## src/rtl/ar_tag_allocator_if.sv

```systemverilog
// ----------------------------------------------------------------------------
// ar_if : AR channel bundle shared by the tag allocator and its neighbours.
//
// Fields: valid, ready, id, addr, len, size, burst, qos.
// Modports:
//   sender   - drives valid and the payload fields, samples ready
//   receiver - samples valid and the payload fields, drives ready
// ----------------------------------------------------------------------------
interface ar_if #(
    parameter int ID_WIDTH    = 32,
    parameter int ADDR_WIDTH  = 32,
    parameter int LEN_WIDTH   = 8,
    parameter int SIZE_WIDTH  = 3,
    parameter int BURST_WIDTH = 2,
    parameter int QOS_WIDTH   = 4
);
    logic                   valid;
    logic                   ready;
    logic [ID_WIDTH-1:0]    id;
    logic [ADDR_WIDTH-1:0]  addr;
    logic [LEN_WIDTH-1:0]   len;
    logic [SIZE_WIDTH-1:0]  size;
    logic [BURST_WIDTH-1:0] burst;
    logic [QOS_WIDTH-1:0]   qos;

    modport sender   (output valid, id, addr, len, size, burst, qos, input ready);
    modport receiver (input valid, id, addr, len, size, burst, qos, output ready);
endinterface

```

## src/rtl/ar_tag_allocator.sv

```systemverilog
// ----------------------------------------------------------------------------
// ar_tag_allocator
//
// Sits in front of the outgoing AR FIFO. Every accepted AR is given the lowest
// free internal tag; the original ARID is remembered in a tag table and the AR
// is forwarded with its ID replaced by the zero-extended tag. The R path hands
// tags back through the release port and recovers the original ID through the
// combinational lookup port, which lets responses come back in tag order.
//
// Ports:
//   clk, rst    clock and asynchronous active-high reset
//   ar_in       AR from the ordering logic (ar_if.receiver)
//   ar_out      AR toward the request buffer, id = tag (ar_if.sender)
//   rel_valid   tag release strobe (last R beat of a burst)
//   rel_tag     tag being released
//   lkp_tag     tag to look up
//   lkp_id      original ARID stored for lkp_tag (combinational, 0 if out of range)
//   free_cnt    number of free tags (registered)
//   rel_err     sticky illegal-release flag
//
// Build option:
//   AR_TAG_REL_CHECK_EN - when defined, rel_err latches any release of a tag
//   that is already free or out of range, and an assertion reports it in
//   simulation. When undefined, rel_err is tied low and such releases are
//   silently ignored.
// ----------------------------------------------------------------------------
module ar_tag_allocator #(
    parameter int ID_WIDTH    = 32,
    parameter int ADDR_WIDTH  = 32,
    parameter int LEN_WIDTH   = 8,
    parameter int SIZE_WIDTH  = 3,
    parameter int BURST_WIDTH = 2,
    parameter int QOS_WIDTH   = 4,
    parameter int NUM_TAGS    = 16,
    localparam int TAG_W      = $clog2(NUM_TAGS),
    localparam int CNT_W      = $clog2(NUM_TAGS + 1)
) (
    input  logic             clk,
    input  logic             rst,
    ar_if.receiver           ar_in,
    ar_if.sender             ar_out,
    input  logic             rel_valid,
    input  logic [TAG_W-1:0] rel_tag,
    input  logic [TAG_W-1:0] lkp_tag,
    output logic [ID_WIDTH-1:0] lkp_id,
    output logic [CNT_W-1:0] free_cnt,
    output logic             rel_err
);

    // ------------------------------------------------------------------
    // State
    // ------------------------------------------------------------------
    logic [NUM_TAGS-1:0]    free_q;
    logic [NUM_TAGS-1:0]    free_d;
    logic [ID_WIDTH-1:0]    id_tab_q [NUM_TAGS];
    logic [CNT_W-1:0]       free_cnt_q;
    logic [CNT_W-1:0]       free_cnt_d;

    logic                   out_valid_q;
    logic                   out_valid_d;
    logic [ID_WIDTH-1:0]    out_id_q;
    logic [ID_WIDTH-1:0]    out_id_d;
    logic [ADDR_WIDTH-1:0]  out_addr_q;
    logic [ADDR_WIDTH-1:0]  out_addr_d;
    logic [LEN_WIDTH-1:0]   out_len_q;
    logic [LEN_WIDTH-1:0]   out_len_d;
    logic [SIZE_WIDTH-1:0]  out_size_q;
    logic [SIZE_WIDTH-1:0]  out_size_d;
    logic [BURST_WIDTH-1:0] out_burst_q;
    logic [BURST_WIDTH-1:0] out_burst_d;
    logic [QOS_WIDTH-1:0]   out_qos_q;
    logic [QOS_WIDTH-1:0]   out_qos_d;

    // ------------------------------------------------------------------
    // Allocation / release decode
    // ------------------------------------------------------------------
    logic [TAG_W-1:0]    alloc_tag;
    logic                tag_avail;
    logic                in_ready;
    logic                accept;
    logic [NUM_TAGS-1:0] alloc_hit;   // one-hot of the entry written this cycle
    logic [NUM_TAGS-1:0] rel_hit;     // one-hot of rel_tag (all zero if out of range)
    logic [NUM_TAGS-1:0] rel_set;     // rel_hit restricted to tags actually in use
    logic [NUM_TAGS-1:0] lkp_hit;
    logic                rel_legal;

    // Fixed-priority encoder: scanning downward leaves the lowest free index.
    always_comb begin
        alloc_tag = '0;
        for (int i = NUM_TAGS - 1; i >= 0; i--) begin
            if (free_q[i]) begin
                alloc_tag = TAG_W'(i);
            end
        end
    end

    assign tag_avail = |free_q;
    // Ready deliberately ignores ar_in.valid: it only reflects tag supply and
    // whether the single output slot can take a new entry this cycle.
    assign in_ready  = tag_avail & (~out_valid_q | ar_out.ready);
    assign accept    = ar_in.valid & in_ready;
    assign ar_in.ready = in_ready;

    genvar gi;
    generate
        for (gi = 0; gi < NUM_TAGS; gi++) begin : g_tag
            assign alloc_hit[gi] = accept && (alloc_tag == TAG_W'(gi));
            assign rel_hit[gi]   = rel_valid && (rel_tag == TAG_W'(gi));
            assign lkp_hit[gi]   = (lkp_tag == TAG_W'(gi));

            // Entries are only rewritten on allocation; release leaves the
            // stale ID in place.
            always_ff @(posedge clk or posedge rst) begin
                if (rst) begin
                    id_tab_q[gi] <= '0;
                end else if (alloc_hit[gi]) begin
                    id_tab_q[gi] <= ar_in.id;
                end
            end
        end
    endgenerate

    // A release only counts if the tag is currently allocated. Releasing the
    // tag that is being allocated this cycle is impossible to make legal
    // because that tag is free, so rel_set and alloc_hit never overlap.
    assign rel_set   = rel_hit & ~free_q;
    assign rel_legal = |rel_set;

    assign free_d = (free_q & ~alloc_hit) | rel_set;

    always_comb begin
        free_cnt_d = free_cnt_q;
        case ({accept, rel_legal})
            2'b10:   free_cnt_d = free_cnt_q - CNT_W'(1);
            2'b01:   free_cnt_d = free_cnt_q + CNT_W'(1);
            default: free_cnt_d = free_cnt_q;
        endcase
    end

    // ------------------------------------------------------------------
    // One-entry output register
    // ------------------------------------------------------------------
    always_comb begin
        out_valid_d = out_valid_q;
        out_id_d    = out_id_q;
        out_addr_d  = out_addr_q;
        out_len_d   = out_len_q;
        out_size_d  = out_size_q;
        out_burst_d = out_burst_q;
        out_qos_d   = out_qos_q;
        if (accept) begin
            out_valid_d = 1'b1;
            out_id_d    = ID_WIDTH'(alloc_tag);
            out_addr_d  = ar_in.addr;
            out_len_d   = ar_in.len;
            out_size_d  = ar_in.size;
            out_burst_d = ar_in.burst;
            out_qos_d   = ar_in.qos;
        end else if (out_valid_q && ar_out.ready) begin
            // Drained with nothing behind it: zero the fields so the bus is
            // quiet while idle.
            out_valid_d = 1'b0;
            out_id_d    = '0;
            out_addr_d  = '0;
            out_len_d   = '0;
            out_size_d  = '0;
            out_burst_d = '0;
            out_qos_d   = '0;
        end
    end

    always_ff @(posedge clk or posedge rst) begin
        if (rst) begin
            free_q      <= '1;
            free_cnt_q  <= CNT_W'(NUM_TAGS);
            out_valid_q <= 1'b0;
            out_id_q    <= '0;
            out_addr_q  <= '0;
            out_len_q   <= '0;
            out_size_q  <= '0;
            out_burst_q <= '0;
            out_qos_q   <= '0;
        end else begin
            free_q      <= free_d;
            free_cnt_q  <= free_cnt_d;
            out_valid_q <= out_valid_d;
            out_id_q    <= out_id_d;
            out_addr_q  <= out_addr_d;
            out_len_q   <= out_len_d;
            out_size_q  <= out_size_d;
            out_burst_q <= out_burst_d;
            out_qos_q   <= out_qos_d;
        end
    end

    assign ar_out.valid = out_valid_q;
    assign ar_out.id    = out_id_q;
    assign ar_out.addr  = out_addr_q;
    assign ar_out.len   = out_len_q;
    assign ar_out.size  = out_size_q;
    assign ar_out.burst = out_burst_q;
    assign ar_out.qos   = out_qos_q;
    assign free_cnt     = free_cnt_q;

    // ------------------------------------------------------------------
    // Lookup: one-hot OR mux, so an out-of-range tag reads back zero.
    // ------------------------------------------------------------------
    always_comb begin
        lkp_id = '0;
        for (int i = 0; i < NUM_TAGS; i++) begin
            if (lkp_hit[i]) begin
                lkp_id = lkp_id | id_tab_q[i];
            end
        end
    end

    // ------------------------------------------------------------------
    // Illegal-release detection
    // ------------------------------------------------------------------
`ifdef AR_TAG_REL_CHECK_EN
    logic rel_err_q;
    logic rel_err_d;

    assign rel_err_d = rel_err_q | (rel_valid & ~rel_legal);

    always_ff @(posedge clk or posedge rst) begin
        if (rst) begin
            rel_err_q <= 1'b0;
        end else begin
            rel_err_q <= rel_err_d;
        end
    end

    assign rel_err = rel_err_q;

    a_rel_legal: assert property (@(posedge clk) disable iff (rst) rel_valid |-> rel_legal)
        else $error("release of a free or out-of-range tag");
`else
    assign rel_err = 1'b0;
`endif

endmodule

```

## src/flat_wrapper.sv

```systemverilog
// flat-port wrapper written by rule: the top's interface ports become plain ports
module ar_tag_allocator_flat 
#(
    parameter int ID_WIDTH    = 32,
    parameter int ADDR_WIDTH  = 32,
    parameter int LEN_WIDTH   = 8,
    parameter int SIZE_WIDTH  = 3,
    parameter int BURST_WIDTH = 2,
    parameter int QOS_WIDTH   = 4,
    parameter int NUM_TAGS    = 16,
    localparam int TAG_W      = $clog2(NUM_TAGS),
    localparam int CNT_W      = $clog2(NUM_TAGS + 1)
)
  (clk, rst, rel_valid, rel_tag, lkp_tag, lkp_id, free_cnt, rel_err, ar_in_valid, ar_in_id, ar_in_addr, ar_in_len, ar_in_size, ar_in_burst, ar_in_qos, ar_in_ready, ar_out_valid, ar_out_id, ar_out_addr, ar_out_len, ar_out_size, ar_out_burst, ar_out_qos, ar_out_ready);
  ar_if #(.ID_WIDTH(ID_WIDTH), .ADDR_WIDTH(ADDR_WIDTH), .LEN_WIDTH(LEN_WIDTH), .SIZE_WIDTH(SIZE_WIDTH), .BURST_WIDTH(BURST_WIDTH), .QOS_WIDTH(QOS_WIDTH)) ar_in_i ();
  ar_if #(.ID_WIDTH(ID_WIDTH), .ADDR_WIDTH(ADDR_WIDTH), .LEN_WIDTH(LEN_WIDTH), .SIZE_WIDTH(SIZE_WIDTH), .BURST_WIDTH(BURST_WIDTH), .QOS_WIDTH(QOS_WIDTH)) ar_out_i ();
  input  logic clk;
  input  logic rst;
  input  logic rel_valid;
  input  logic [TAG_W-1:0] rel_tag;
  input  logic [TAG_W-1:0] lkp_tag;
  output logic [ID_WIDTH-1:0] lkp_id;
  output logic [CNT_W-1:0] free_cnt;
  output logic rel_err;
  input wire logic [$bits(ar_in_i.valid)-1:0] ar_in_valid;
  input wire logic [$bits(ar_in_i.id)-1:0] ar_in_id;
  input wire logic [$bits(ar_in_i.addr)-1:0] ar_in_addr;
  input wire logic [$bits(ar_in_i.len)-1:0] ar_in_len;
  input wire logic [$bits(ar_in_i.size)-1:0] ar_in_size;
  input wire logic [$bits(ar_in_i.burst)-1:0] ar_in_burst;
  input wire logic [$bits(ar_in_i.qos)-1:0] ar_in_qos;
  output wire logic [$bits(ar_in_i.ready)-1:0] ar_in_ready;
  output wire logic [$bits(ar_out_i.valid)-1:0] ar_out_valid;
  output wire logic [$bits(ar_out_i.id)-1:0] ar_out_id;
  output wire logic [$bits(ar_out_i.addr)-1:0] ar_out_addr;
  output wire logic [$bits(ar_out_i.len)-1:0] ar_out_len;
  output wire logic [$bits(ar_out_i.size)-1:0] ar_out_size;
  output wire logic [$bits(ar_out_i.burst)-1:0] ar_out_burst;
  output wire logic [$bits(ar_out_i.qos)-1:0] ar_out_qos;
  input wire logic [$bits(ar_out_i.ready)-1:0] ar_out_ready;
  assign ar_in_i.valid = ar_in_valid;
  assign ar_in_i.id = ar_in_id;
  assign ar_in_i.addr = ar_in_addr;
  assign ar_in_i.len = ar_in_len;
  assign ar_in_i.size = ar_in_size;
  assign ar_in_i.burst = ar_in_burst;
  assign ar_in_i.qos = ar_in_qos;
  assign ar_in_ready = ar_in_i.ready;
  assign ar_out_valid = ar_out_i.valid;
  assign ar_out_id = ar_out_i.id;
  assign ar_out_addr = ar_out_i.addr;
  assign ar_out_len = ar_out_i.len;
  assign ar_out_size = ar_out_i.size;
  assign ar_out_burst = ar_out_i.burst;
  assign ar_out_qos = ar_out_i.qos;
  assign ar_out_i.ready = ar_out_ready;
  ar_tag_allocator #(.ID_WIDTH(ID_WIDTH), .ADDR_WIDTH(ADDR_WIDTH), .LEN_WIDTH(LEN_WIDTH), .SIZE_WIDTH(SIZE_WIDTH), .BURST_WIDTH(BURST_WIDTH), .QOS_WIDTH(QOS_WIDTH), .NUM_TAGS(NUM_TAGS)) u_core (.clk(clk), .rst(rst), .ar_in(ar_in_i), .ar_out(ar_out_i), .rel_valid(rel_valid), .rel_tag(rel_tag), .lkp_tag(lkp_tag), .lkp_id(lkp_id), .free_cnt(free_cnt), .rel_err(rel_err));
endmodule
```

## config.mk

```make
export PLATFORM = sky130hd
export DESIGN_NAME = ar_tag_allocator_flat
export DESIGN_NICKNAME = d
export VERILOG_FILES = /design/src/rtl/ar_tag_allocator_if.sv /design/src/rtl/ar_tag_allocator.sv /design/src/flat_wrapper.sv
export SDC_FILE = /design/constraint.sdc
export NUM_CORES = 1
export LEC_CHECK = 0
export ABC_AREA = 1
export CORE_UTILIZATION = 40
export CTS_CLUSTER_DIAMETER = 60
export DETAILED_ROUTE_END_ITERATION = 8
export DONT_BUFFER_PORTS = 1
export GPL_TIMING_DRIVEN = 1
export MAX_ROUTING_LAYER = met4
export PLACE_DENSITY = 0.57
export SYNTH_ARGS = -nofsm -noshare
export SYNTH_HDL_FRONTEND = slang
export SYNTH_SLANG_ARGS = --single-unit
```

## constraint.sdc

```tcl
create_clock -name clk -period 63.3 [get_ports clk]
set_input_delay 15.825 -clock clk [delete_from_list [all_inputs] [get_ports clk]]
set_output_delay 15.825 -clock clk [all_outputs]
set_load 0.05 [all_outputs]
```

==> impl_metrics.py, run 1 <==
metrics = {
    "cells_and_area": {
        "diodes": 0,
        "nFillCells": 6188,
        "final_cells": 3789,
        "area_delta_synth_final_pct": 10.4,
        "drive_above_1_share_pct": 7.40,
        "fin_nets": 2982,
    },
    "power": {
        "clkPwrFrac_pct": 28.3,
        "p_switching_mw": 0.580,
        "power_frac_seq_pct": 42.3,
        "p_leak_nw": 14.2,
        "power_density_nw_per_um2": 48.5,
        "power.share.switching_pct": 41.1,
        "power.internal_mw": 0.831,
        "irDropWorstVdd_uv": 43.3,
        "combPwrFrac_pct": 29.4,
        "finalPower_mw": 1.41,
    },
    "detailed_routing": {
        "drt-initial-drc-count": 2639,
        "drcViolationCount": 0,
        "first_pass_iters": 6,
        "vias": 22600,
        "finalWirelength_mm": 91.3,
        "ant_nets": 0,
        "via_per_inst": 5.98,
        "wl_per_cell_um": 24.1,
    },
    "floorplan": {
        "rows": 93,
        "die_h_um": 259,
        "coreArea_sq_um": 64800,
        "die_w_um": 259,
        "die_area_sq_um": 66900,
        "start_util_pct": 40.6,
        "io_pins": 215,
    },
    "worst_setup_path": {
        "arrival_ps": 18400,
        "cp-start-kind": "primary input",
        "critical_path_class": "primary input to output pin",
        "worst_setup_path_end_kind": "output pin",
        "required_ps": 47470,
        "cp_max_fo": 30,
    },
    "place": {
        "routabilityCongestion": 0.850,
        "place_hpwl_mm": 47.3,
        "port_buffers": 0,
        "placedCellCount": 3666,
    },
    "hold_path": {
        "hold_path_class": "flip-flop to flip-flop",
    },
    "status": {
        "outcome": "finished, final reports clean",
    },
    "clock_network": {
        "clock_path_buffers": 3,
        "post_cts_resized": 0,
        "postCtsSetupRepairBufs": 0,
        "clkTransAtPathRegs_ps": 60,
        "numCtsBuffers": 70,
        "h-tree-depth": 3,
        "cts_root_buf": "clkbuf_16",
        "cts_tree": "done",
        "holdBufCountCts": 0,
        "cts_sinks": 587,
        "insertion_delay_ps": 620,
    },
    "logic_synthesis": {
        "synth_edf_count": 0,
        "yosysTopAreaCellShare_pct": 54.1,
        "synthArstFlopShare_pct": 100,
        "yosysSeqAreaShare_pct": 55.8,
        "synth_cells": 3029,
        "ys_types": 33,
        "ys.flop_type": "dfrtp_1",
        "synth_seq_cells": 587,
        "syn-cell-area_sq_um": 26300,
        "synthTopCellsByArea": "dfrtp_1 (54%), nand2_1 (16%), nand4_1 (7.2%)",
        "synth_area_leader_cell": "dfrtp_1",
        "avgSynthCellArea_sq_um": 8.70,
        "synthTopCellsByCount": "nand2_1 (1111), dfrtp_1 (570), nand4_1 (304)",
        "synth.most_common_cell": "nand2_1",
        "ys.warnings.count": 0,
    },
    "sta": {
        "relSlewSlack_pct": 23.2,
        "timing.fmax_mhz": 29.2,
        "skew_ps": 20.7,
        "setup_violations": 0,
        "post-route-min-period_ps": 34220,
        "grt_setup_unrepaired": "no",
        "fin_crit_sh_pct": 54.1,
        "tns_ps": 0,
        "drv_slew": 0,
        "tightest_slew_ps": 1150,
        "hold_ws_ps": 464,
        "finalHoldViolCount": 0,
    },
    "global_route": {
        "grt_antenna_before_repair": 0,
        "grt_overflow": 0,
        "grt_pass1_vias": 22200,
        "grt_pass1_wl_mm": 139,
        "grt_use_total_pct": 28.0,
        "grt_max_degree": 170,
    },
    "job": {
        "cap_violations": 0,
    },
}
[worst max-delay path: stages]
cell and delay, ps:
inv_1 30, nand2_1 270, nor2_4 80, buf_4 340, inv_1 400, nor2_1 80
a2111oi_0 640, nand3_1 710
[flip-flops by register name (all words and copies together), names as in the netlist]
register / cells
u_core.id_tab_q: 512
u_core.ar_out.addr: 32
u_core.free_q: 16
u_core.ar_out.len: 8
u_core.free_cnt: 5
u_core.ar_out.id: 4
u_core.ar_out.qos: 4
u_core.ar_out.size: 3
u_core.ar_out.burst: 2
u_core.ar_out.valid: 1
[power groups by stage]
stage	clock, mW	sequential, mW	combinational, mW
floorplan	0	0.581	0.299
global placement	0	0.596	0.399
detailed placement	0	0.599	0.410
CTS	0.406	0.595	0.410
global route	0.423	0.610	0.452
finish	0.400	0.597	0.415
[worst paths after layout]
path | from | end | slack (ps) | depth (start not counted)
worst max register to register | u_core.free_q[0] | u_core.id_tab_q[83] | 57790 | 16
max in group asynchronous | rst | u_core.id_tab_q[170] | 46510 | 2
min in group asynchronous | rst | u_core.id_tab_q[384] | 15220 | 1
worst min-delay path | u_core.free_q[5] | u_core.free_q[5] | 460 | 2
worst max-delay path | lkp_tag[0] | lkp_id[4] | 29080 | 8
worst min register to register | u_core.free_q[5] | u_core.free_q[5] | 460 | 2
[cell families (layout without fill, tap and decap cells)]
kind of cell	Yosys count	count (layout)	share of synthesized area (%)
AOI/OAI and AO/OA	479	479	11.6
xor gates and xnor gates	2	2	0.0665
adders and majority gates	5	5	0.266
buffers and inverters	400	277	6.57
DFF	587	587	55.8
other	1	29	0.0142
and+or+nand+nor	1555	1555	25.7
[stage by stage]
| step | cell area [sq um] | setup slack [ps] | utilization [%] |
|---|---|---|---|
| 6_report | 29100 | 29080 | 44.9 |
| 3_5_place_dp | 26800 | 29270 | 41.4 |
| 2_1_floorplan | 26500 | 30050 | - |
| 3_3_place_gp | 26800 | 29230 | 41.4 |
| 5_1_grt | 29100 | 29060 | 44.9 |
| 4_1_cts | 29100 | 29220 | 44.9 |
[routing by layer]
layer  up-vias  wire length (um)  global-route usage [%]
li1       9981                 -                       -
met1     11300             38700                    38.8
met2      1152             40800                    41.1
met3       195              9190                    5.47
met4         0              2670                    9.34
met5         -                 0                       -
[cells in the final DEF, fill, tap and decap left out, types with 5 or more instances in the layout]
master	synthesis	layout
nand2_1	1111	1111
a22o_1	68	68
nor2_4	0	16
inv_2	8	8
a21oi_1	16	15
inv_6	0	5
clkinv_2	0	12
a221oi_1	93	93
nand4_1	304	304
o21ai_0	120	120
nor3_1	6	6
nand3_1	88	75
nand3_2	0	5
a211oi_1	12	12
clkbuf_1	153	15
conb_1	1	29
dfstp_2	17	17
clkbuf_16	0	72
buf_4	30	41
nor2_1	32	18
clkbuf_8	0	7
dfrtp_1	570	570
o21ai_1	161	161
inv_1	103	102
nand3_4	0	8
[layout make-up]
type                       count  area [sq um]  area share (%)
sequential                   587         14700            50.6
clock buffer                  94          1950            6.72
inverter                     111           424            1.46
timing repair buffer          43           348            1.20
tap                          855          1070            3.68
multi-input combinational   2070         10300            35.3
clock inverter                29           304            1.05
Power figures use the tool's default switching activity.
==> run 2, diff against run 1 <==
--- a/config.mk
+++ b/config.mk
@@ -12,7 +12,7 @@
 export DONT_BUFFER_PORTS = 1
 export GPL_TIMING_DRIVEN = 1
 export MAX_ROUTING_LAYER = met4
-export PLACE_DENSITY = 0.57
+export PLACE_DENSITY = 0.59
 export SYNTH_ARGS = -nofsm -noshare
 export SYNTH_HDL_FRONTEND = slang
 export SYNTH_SLANG_ARGS = --single-unit
==> constraint.sdc (replaced) <==
create_clock -name clk -period 29.8 [get_ports clk]
set_input_delay 7.45 -clock clk [delete_from_list [all_inputs] [get_ports clk]]
set_output_delay 7.45 -clock clk [all_outputs]
set_load 0.05 [all_outputs]
==> run 2 against run 1 <==
Critical path depth is the same. Clock-buffer cell count up 4. Core utilization fell by 0.17 points. Global-route usage down 0.60 points.
==> impl_metrics.py, run 2 (synthesis results as in run 1) <==
metrics = {
    "worst_setup_path": {
        "crit_path_start": "lkp_tag[0]",
        "rrSetupSlack_ps": 24510,
        "critical_path_class": "primary input to output pin",
        "r2r-end": "u_core.id_tab_q[322]",
        "reg2regPathDepth": 14,
        "rr_startpoint": "u_core.free_q[13]",
        "critPathCapture": "lkp_id[4]",
        "worst_setup_path_end_kind": "output pin",
        "arrival_ps": 9900,
        "required_ps": 22350,
        "cp-start-kind": "primary input",
        "cp_max_fo": 30,
    },
    "detailed_routing": {
        "drt-initial-drc-count": 2784,
        "vias": 22500,
        "via_per_inst": 5.96,
        "drcViolationCount": 0,
        "wl_per_cell_um": 23.5,
        "first_pass_iters": 6,
        "ant_nets": 0,
        "finalWirelength_mm": 89.0,
    },
    "cells_and_area": {
        "largest_reg_flops": 512,
        "final_cells": 3784,
        "diodes": 0,
        "largest_register": "u_core.id_tab_q",
        "drive_above_1_share_pct": 7.10,
        "area_delta_synth_final_pct": 9.97,
        "final_cell_mix": "nand2_1 (1111), dfrtp_1 (570), nand4_1 (304), o21ai_1 (161), o21ai_0 (120)",
        "final_util_pct": 44.7,
        "final_common_cell": "nand2_1",
        "fin_nets": 2982,
    },
    "hold_path": {
        "hold_path_class": "flip-flop to flip-flop",
        "hp-start": "u_core.free_q[2]",
    },
    "floorplan": {
        "rows": 93,
        "coreArea_sq_um": 64800,
        "start_util_pct": 40.6,
        "die_h_um": 259,
        "die_w_um": 259,
        "io_pins": 215,
        "die_area_sq_um": 66900,
    },
    "sta": {
        "skew_ps": 24.8,
        "setup_violations": 0,
        "relSlewSlack_pct": 27.2,
        "tns_ps": 0,
        "post-route-min-period_ps": 17350,
        "timing.fmax_mhz": 57.7,
        "grt_setup_unrepaired": "no",
        "drv_slew": 0,
        "finalHoldViolCount": 0,
        "tightest_slew_ps": 1090,
        "fin_crit_sh_pct": 58.2,
    },
    "place": {
        "routabilityCongestion": 0.832,
        "placedCellCount": 3669,
        "port_buffers": 0,
        "place_hpwl_mm": 46.4,
    },
    "power": {
        "irDropWorstVdd_uv": 151,
        "p_leak_nw": 14.1,
        "power_density_nw_per_um2": 102,
    },
    "status": {
        "outcome": "finished, final reports clean",
    },
    "clock_network": {
        "insertion_delay_ps": 610,
        "cts_sinks": 587,
        "cts_root_buf": "clkbuf_16",
        "numCtsBuffers": 67,
        "holdBufCountCts": 0,
        "h-tree-depth": 3,
        "cts_tree": "done",
        "postCtsSetupRepairBufs": 0,
        "clock_path_buffers": 3,
        "clkTransAtPathRegs_ps": 50,
        "post_cts_resized": 0,
    },
    "global_route": {
        "grt_max_degree": 136,
        "grt_pass1_wl_mm": 136,
        "grt_antenna_before_repair": 0,
        "grt_pass1_vias": 22200,
        "grt_use_total_pct": 27.4,
        "grt_overflow": 0,
    },
    "job": {
        "cap_violations": 0,
    },
}
-- run 2: changes by cell type in the layout (fill, tap and decap cells not counted), moves of 2 or more --
| cell | delta |
|---|---|
| buf_12 | -2 |
| inv_6 | -2 |
| clkbuf_16 | -3 |
| inv_8 | -2 |
| buf_4 | +5 |
| clkinv_4 | -3 |
| clkbuf_1 | +4 |
| clkinv_2 | -5 |
| clkbuf_8 | +3 |
-- run 2: cell type report --
| type | count | area [sq um] |
|---|---|---|
| well taps | 855 | 1070 |
| fillers | 6154 | 35800 |
| clock buffers | 98 | 1940 |
| clock inverters | 17 | 221 |
| multi-input cells | 2070 | 10300 |
| inverters | 111 | 424 |
| repair buffers | 46 | 345 |
| flip-flops and latches | 587 | 14700 |
-- run 2: layer usage --
layer	up-vias	routed length, um	track usage (%)
met3	196	8330	5.73
met4	0	2810	8.50
met1	11200	38200	37.8
met2	1136	39700	40.5
li1	9964	-	-
met5	-	0	-
-- run 2: worst min path at each step --
| stage | endpoint | slack (ps) | depth (start not counted) |
|---|---|---|---|
| 6_report | u_core.free_q[2] | 460 | 2 |
| 5_1_grt | u_core.free_q[2] | 480 | 2 |
| 4_1_cts | u_core.free_q[4] | 470 | 2 |
| 3_5_place_dp | u_core.free_q[7] | 460 | 2 |
| 3_3_place_gp | u_core.id_tab_q[361] | 450 | 2 |
| 2_1_floorplan | u_core.id_tab_q[101] | 440 | 2 |
-- run 2: power by group --
group / switching [mW] / internal [mW] / total [mW]
registers: 0.206 / 1.06 / 1.27
clock network: 0.336 / 0.486 / 0.821
logic: 0.669 / 0.200 / 0.869
total: 1.21 / 1.75 / 2.96
-- run 2: critical path: stages --
cell and delay [ps]:
inv_1 30, nand2_1 270, nor2_4 60, buf_4 320, inv_1 300, nor2_1 70, a2111oi_0 640, nand3_1 720
-- run 2: stage by stage --
stage               hold slack (ps)  power [mW]  instance area (sq um)  setup WS [ps]
floorplan                       442        1.87                  26500           5950
global placement                454        2.10                  26800          12560
detailed placement              457        2.13                  26800          12530
CTS                             466        2.96                  29000          12530
global route                    479        3.12                  29000          12270
finish                          464        2.96                  29000          12450
